### src/rtl/spdif_encoder.sv
// spdif_encoder: IEC 60958 subframe serialiser producing a biphase-mark line with 8-UI preambles
module spdif_encoder #(
  parameter int DIV = 4,
  parameter bit PARITY_GEN = 1'b1
) (
  input  logic        clk_i,
  input  logic        rst_i,
  input  logic [27:0] package_i,
  input  logic [2:0]  preamble_i,
  input  logic        valid_i,
  output logic        ready_o,
  output logic        spdif_o,
  output logic        busy_o,
  output logic        underrun_o
);
  typedef enum logic [1:0] {IDLE, PRE, DATA} state_t;
  localparam logic [7:0] last_cnt = 8'(DIV - 1);
  state_t      state;
  logic [7:0]  cnt;
  logic [5:0]  ui;
  logic [5:0]  nu;
  logic [27:0] sr;
  logic [7:0]  pat;
  logic [7:0]  pre_lv;
  logic        wrap;
  logic        xfer;
  assign wrap    = cnt == last_cnt;
  assign ready_o = state == IDLE || (ui == 6'd63 && wrap);
  assign xfer    = valid_i && ready_o;
  assign nu      = ui + 6'd1;
  assign pre_lv  = (preamble_i[0] ? 8'hE8 : preamble_i[1] ? 8'hE2 : 8'hE4) ^ {8{spdif_o}};
  always_ff @(posedge clk_i) begin
    if (rst_i) begin
      state      <= IDLE;
      cnt        <= 8'd0;
      ui         <= 6'd0;
      sr         <= 28'd0;
      pat        <= 8'd0;
      spdif_o    <= 1'b0;
      busy_o     <= 1'b0;
      underrun_o <= 1'b0;
    end else if (xfer) begin
      state      <= PRE;
      cnt        <= 8'd0;
      ui         <= 6'd0;
      sr         <= {PARITY_GEN ? ^package_i[26:0] : package_i[27], package_i[26:0]};
      pat        <= {pre_lv[6:0], 1'b0};
      spdif_o    <= pre_lv[7];
      busy_o     <= 1'b1;
      underrun_o <= 1'b0;
    end else begin
      underrun_o <= 1'b0;
      if (state != IDLE) begin
        cnt <= wrap ? 8'd0 : cnt + 8'd1;
        if (wrap) begin
          ui <= nu;
          if (ui == 6'd63) begin
            state      <= IDLE;
            busy_o     <= 1'b0;
            underrun_o <= 1'b1;
          end else if (nu < 6'd8) begin
            spdif_o <= pat[7];
            pat     <= {pat[6:0], 1'b0};
          end else begin
            state   <= DATA;
            spdif_o <= nu[0] ? spdif_o ^ sr[0] : ~spdif_o;
            if (nu[0]) sr <= sr >> 1;
          end
        end
      end
    end
  end
endmodule

### config.mk
export PLATFORM = sky130hd
export DESIGN_NAME = spdif_encoder
export DESIGN_NICKNAME = d
export VERILOG_FILES = /design/src/rtl/spdif_encoder.sv
export SDC_FILE = /design/constraint.sdc
export NUM_CORES = 1
export LEC_CHECK = 0
export ABC_CLOCK_PERIOD_IN_PS = 3400
export CORE_UTILIZATION = 45
export DETAILED_ROUTE_END_ITERATION = 10
export GPL_ROUTABILITY_DRIVEN = 0
export PLACE_DENSITY_LB_ADDON = 0.25
export SLEW_MARGIN = 20
export SYNTH_ARGS = -nofsm -noshare
export SYNTH_HDL_FRONTEND = slang
export SYNTH_SLANG_ARGS = --single-unit
### constraint.sdc
create_clock -name clk_i -period 3.4 [get_ports clk_i]
set_input_delay 0.51 -clock clk_i [delete_from_list [all_inputs] [get_ports clk_i]]
set_output_delay 0.51 -clock clk_i [all_outputs]
set_load 0.05 [all_outputs]
### Word-level counts from Yosys, hierarchy flattened

Cells that the tools add are included.

* $add $sub $neg: 2
* multiply operators: 0
* divide/modulo/power cells: 0
* order comparisons: 1
* equal/unequal tests: 6
* shift-type cells: 0
* mux-type cells: 30
* bitwise gates (word level): 5
* reductions and logical operators: 20

Operators by type and width (number)
* 28-bit 2-to-1 mux: 6
* 8-bit 2-to-1 mux: 6
* 27-bit parity: 1
* 1-bit 2-to-1 mux: 14
* 3-bit AND reduction: 4
* 2-bit nonzero test: 6
* 8-bit by 1-bit adder with 8-bit output (second input constant): 1
* 8-bit by 2-bit equality test with 1-bit output (second input constant): 1
* 8-bit bitwise XOR: 1
* 6-bit by 1-bit adder with 6-bit output (second input constant): 1
* 6-bit equality test (second input constant): 1
* 6-bit by 4-bit < comparator with 1-bit output (second input constant): 1
* 2-bit inequality test (second input constant): 3
* 5-bit AND reduction: 1
* 2-bit 2-to-1 mux: 2
* 4-bit 2-to-1 mux: 1
* 4-bit AND reduction: 1
* 4-bit OR reduction: 1
* 3-bit 2-to-1 mux: 1
* 3-bit inequality test (second input constant): 1
* 1-bit NOT: 3
* 1-bit logical AND: 2
* 2-bit zero test: 1
* 2-bit AND reduction: 1
* other kinds (3): 3

* flip-flop bits (word level): 54
* latch bits: 0
* bits in writable memories: 0
* bits in read-only memories: 0
* input port bits: 34
* output and inout bits: 4
* logic and storage cells: 73
* memories: 0

### Longest topological paths before layout

* depth after elaboration: 7
* depth in mapped cells: 9
* mapped depth without buffers: 7

### Least setup slack after synthesis

No wires, ideal clock.

* path type: register -> register
* start point: register cnt[0]
* end point: register sr[11]
* library setup time: 89 ps
* data arrival time: 2017 ps
* required time: 3311 ps
* slack: 1294 ps
* cell stages (with the launch flop): 10
* buffers on the path: 2
* clock period less this slack: 2106 ps
* path through: dfxtp_1 -> ha_1 -> nor4b_4 -> and3_1 -> buf_6 -> o22ai_4 -> o31ai_4 -> buf_6 -> nor2_1 -> a311oi_2

* word-level cells in the longest chain between the ends: 6
* elaborated cells on any way between the ends: 11
* classes of those cells: eq/ne: 3; mux: 1; reduce/logical: 7

RTL lines
* start, declared: RTL line 19 `logic [7:0] cnt;`
* start signal, assigned: RTL line 54 `cnt <= wrap ? 8'd0 : cnt + 8'd1;`
* 8-bit by 2-bit equality test with 1-bit output (*): RTL line 27 `assign wrap = cnt == last_cnt;`
* 1-bit logical AND: RTL line 28 `assign ready_o = state == IDLE || (ui == 6'd63 && wrap);`
* 1-bit logical OR: RTL line 28
* 1-bit logical AND: RTL line 29 `assign xfer = valid_i && ready_o;`
* 2-bit inequality test (no line) or 2-bit nonzero test (tied branches)
* 5-bit AND reduction (no line)
* end signal, assigned: RTL line 46 `sr <= {PARITY_GEN ? ^package_i[26:0] : package_i[27], package_i[26:0]};`
* end signal, assigned: RTL line 67 `if (nu[0]) sr <= sr >> 1;`
* end, declared: RTL line 22 `logic [27:0] sr;`

Mark *: on every way between the ends. The rest lies on a longest branch, timed or not.
A chain may end at the register's enable or synchronous reset.

### Worst setup path after layout

* start point: register ui[0]
* end point: output port ready_o

* word-level cells in the longest chain between the ends: 3

RTL lines
* start, declared: RTL line 20 `logic [5:0] ui;`
* start signal, assigned: RTL line 56 `ui <= nu;`
* 6-bit equality test: RTL line 28
* 1-bit logical AND: RTL line 28
* 1-bit logical OR: RTL line 28
* end, declared: RTL line 11 `output logic ready_o,`

No other way between the ends.

==> results.cfg <==
[detailed_routing]
routed_via_density = 5.349
drt_iter0_drc = 101
wl_per_cell_um = 12.38
vias = 2332
drt-total-wl_um = 5397
ant_nets = 0
drt-pass1-iter-count = 4
drc = 0

[synth]
ys.warnings.count = 0
synth_fp_nets = 372
synth_top_area_frac = 0.3739
synth-xor-area-share = 0.1242
synth_async_sr_flop_share = 0
synth_top_family_by_area = simple AND/OR/NAND/NOR gates
yosys.area_share.adder = 0.008654
synth.mux.area_fraction = 0.01428
synthTopCellsByCount = nand2_1, nor2_1, dfxtp_1, xnor2_1, a311oi_2
yosys_register_bits = 54
netlist_area_um2 = 2892
yosysMostFrequentCell = nand2_1
ys_types = 40
yosys.area_share.simple = 0.2354
synth-main-ff-cell = dfxtp_1
avgSynthCellArea_um2 = 8.606
yosysTopAreaCell = dfxtp_1
yosysSeqAreaShare = 0.3739
synth_area_leaders = dfxtp_1, a311oi_2, xnor2_1
synth_edf_count = 0
synthCells = 336
synth_compound_area_frac = 0.1986

[grt]
gr-total-overflow = 0
grt_pass1_wl_um = 9363
grt_max_degree = 44
grt_pass1_vias = 2071
grt_antenna_before_repair = 0
track_usage = 0.1784

[power_and_ir_drop]
p_int_w = 0.001003
power_w = 0.001413
vdd_drop_max_mv = 0.2152
power.leakage_nw = 1.128
powerDensity_nw_per_um2 = 424.0
seqPwrFrac = 0.499
pwr-share-clk = 0.260
pwr-share-comb = 0.241
netSwitchingPower_w = 0.0004102
switching_share = 0.2902

[clock_network]
cts_hold_buffers = 0
insertion_delay_ns = 0.30
cts_buffers = 5
cts_setup_buffers = 0
numClockSinks = 54
cts_resized = 0
root_buffer = clkbuf_8
clk_transition_reported_paths_ns = 0.10
cts_tree = done
clockBufferDepth = 2
h-tree-depth = 2

[sta]
setup_viol = 0
rsz0062_at_grt = no
min_period_ns = 2.977
fin_tns_setup_ns = 0
slew_viol_final = 0
fmax_mhz = 335.9
max_slew_margin = 0.5345
hold_viol = 0
min_period_over_period = 0.8756
fin_skew_ns = 0.007029
whs_ns = 0.4768
tightest_slew_ns = 0.6982

[critical_path]
worstPathRequired_ns = 2.89
crit_path_top_delay_cell = clkdlybuf4s50_1
critical-path-top-delay-family = buffers and inverters
critPathLaunchType = flop
critPathBufInv = 1
path_cells = ha_1 > and4_1 > and4_1 > or2_2 > clkdlybuf4s50_1
crit_type = flop to primary output
critPathCaptureType = primary output
cp.arrival_ns = 2.47
path_max_fanout = 6
critPathMostFrequentCell = and4_1
slowest_delay_ns = 0.79

[die]
rows = 28
die_y_um = 82.16
ios = 38
core_um2 = 6061
initial_core_util = 0.4771
die_w_um = 82.16
dieArea_um2 = 6750

[cells_and_area]
drive_above_1_share = 0.1191
syn2layout_area_growth_pct = 15.27
postLayoutCoreUtil = 0.5500
insertedDiodeCount = 0
fin_nets = 396

[job]
cap_violations = 0

[outcome]
outcome = finished clean

[place]
dp_hpwl_um = 3835
io_buffers = 35

[hold_path]
min_path_type = flop to flop
==> power by group through the flow <==
| stage | combinational, W | sequential (W) | clock, W |
|---|---|---|---|
| 2_1_floorplan | 0.000255 | 0.000718 | 0 |
| 3_3_place_gp | 0.000336 | 0.000718 | 0 |
| 3_5_place_dp | 0.000341 | 0.000719 | 0 |
| 4_1_cts | 0.000343 | 0.000705 | 0.000383 |
| 5_1_grt | 0.000380 | 0.000712 | 0.000403 |
| 6_report | 0.000341 | 0.000705 | 0.000368 |
==> cells in the final DEF (no fill, tap or decap), types with 3 or more instances in the layout <==
| cell | Yosys | layout |
|---|---|---|
| a21oi_1 | 10 | 10 |
| a311oi_1 | 6 | 6 |
| a311oi_2 | 22 | 22 |
| a31oi_1 | 4 | 4 |
| buf_4 | 2 | 5 |
| clkbuf_8 | 0 | 6 |
| clkdlybuf4s50_1 | 0 | 34 |
| dfxtp_1 | 54 | 54 |
| mux2i_1 | 3 | 3 |
| nand2_1 | 68 | 68 |
| nand2b_1 | 3 | 3 |
| nand3_1 | 4 | 4 |
| nand4_1 | 3 | 3 |
| nor2_1 | 56 | 56 |
| nor3_1 | 7 | 7 |
| or3_1 | 5 | 5 |
| xnor2_1 | 30 | 30 |
| xor2_1 | 11 | 11 |
==> final cells by class <==
type	instances	area [µm²]
Clock buffer	7	86.33
Clock inverter	1	5.005
Fill cell	587	2728
Inverter	1	3.754
Multi-Input combinational cell	258	1680
Sequential cell	54	1081
Tap cell	75	93.84
Timing Repair Buffer	40	382.9
==> logic make-up (layout without fill, tap and decap cells) <==
group	after synthesis	after routing
and+or+nand+nor	157	157
xor gates and xnor gates	41	41
DFF	54	54
AOI/OAI and AO/OA	54	54
buffers and inverters	24	49
muxes	4	4
adders and majority gates	2	2
==> through the flow <==
step           cell area (µm²)  setup slack (ns)  cells
2_1_floorplan             2892             1.294    336
3_3_place_gp              3242            0.7660    428
3_5_place_dp              3242            0.7289    428
4_1_cts                   3333            0.3992    436
5_1_grt                   3333            0.2967    436
6_report                  3333            0.4231    436
==> flip-flops by register name (all words and copies together) (netlist names) <==
name / count
sr: 28
ui: 6
state: 2
underrun_o: 1
cnt: 8
busy_o: 1
spdif_o: 1
pat: 7
==> layer usage <==
metal	global-route usage	wire [µm]	vias up
li1	-	-	1198
met1	0.2360	2617	1075
met2	0.2942	2473	53
met3	0.03626	249	6
met4	0.04737	57	0
met5	0	0	-
==> worst min-delay path, stage by stage (launching register included) <==
cell	delay [ns]
dfxtp_1	0.32
nand2b_1	0.06
a21oi_1	0.06
==> worst paths after layout <==
kind           from  endpoint  slack, ns  cells after the start
min          pat[1]    pat[1]       0.48                      2
min reg2reg  pat[1]    pat[1]       0.48                      2
max           ui[0]   ready_o       0.42                      5
max reg2reg  cnt[0]    sr[24]       0.73                      8
Note: power is estimated with default switching activity, not from simulation.
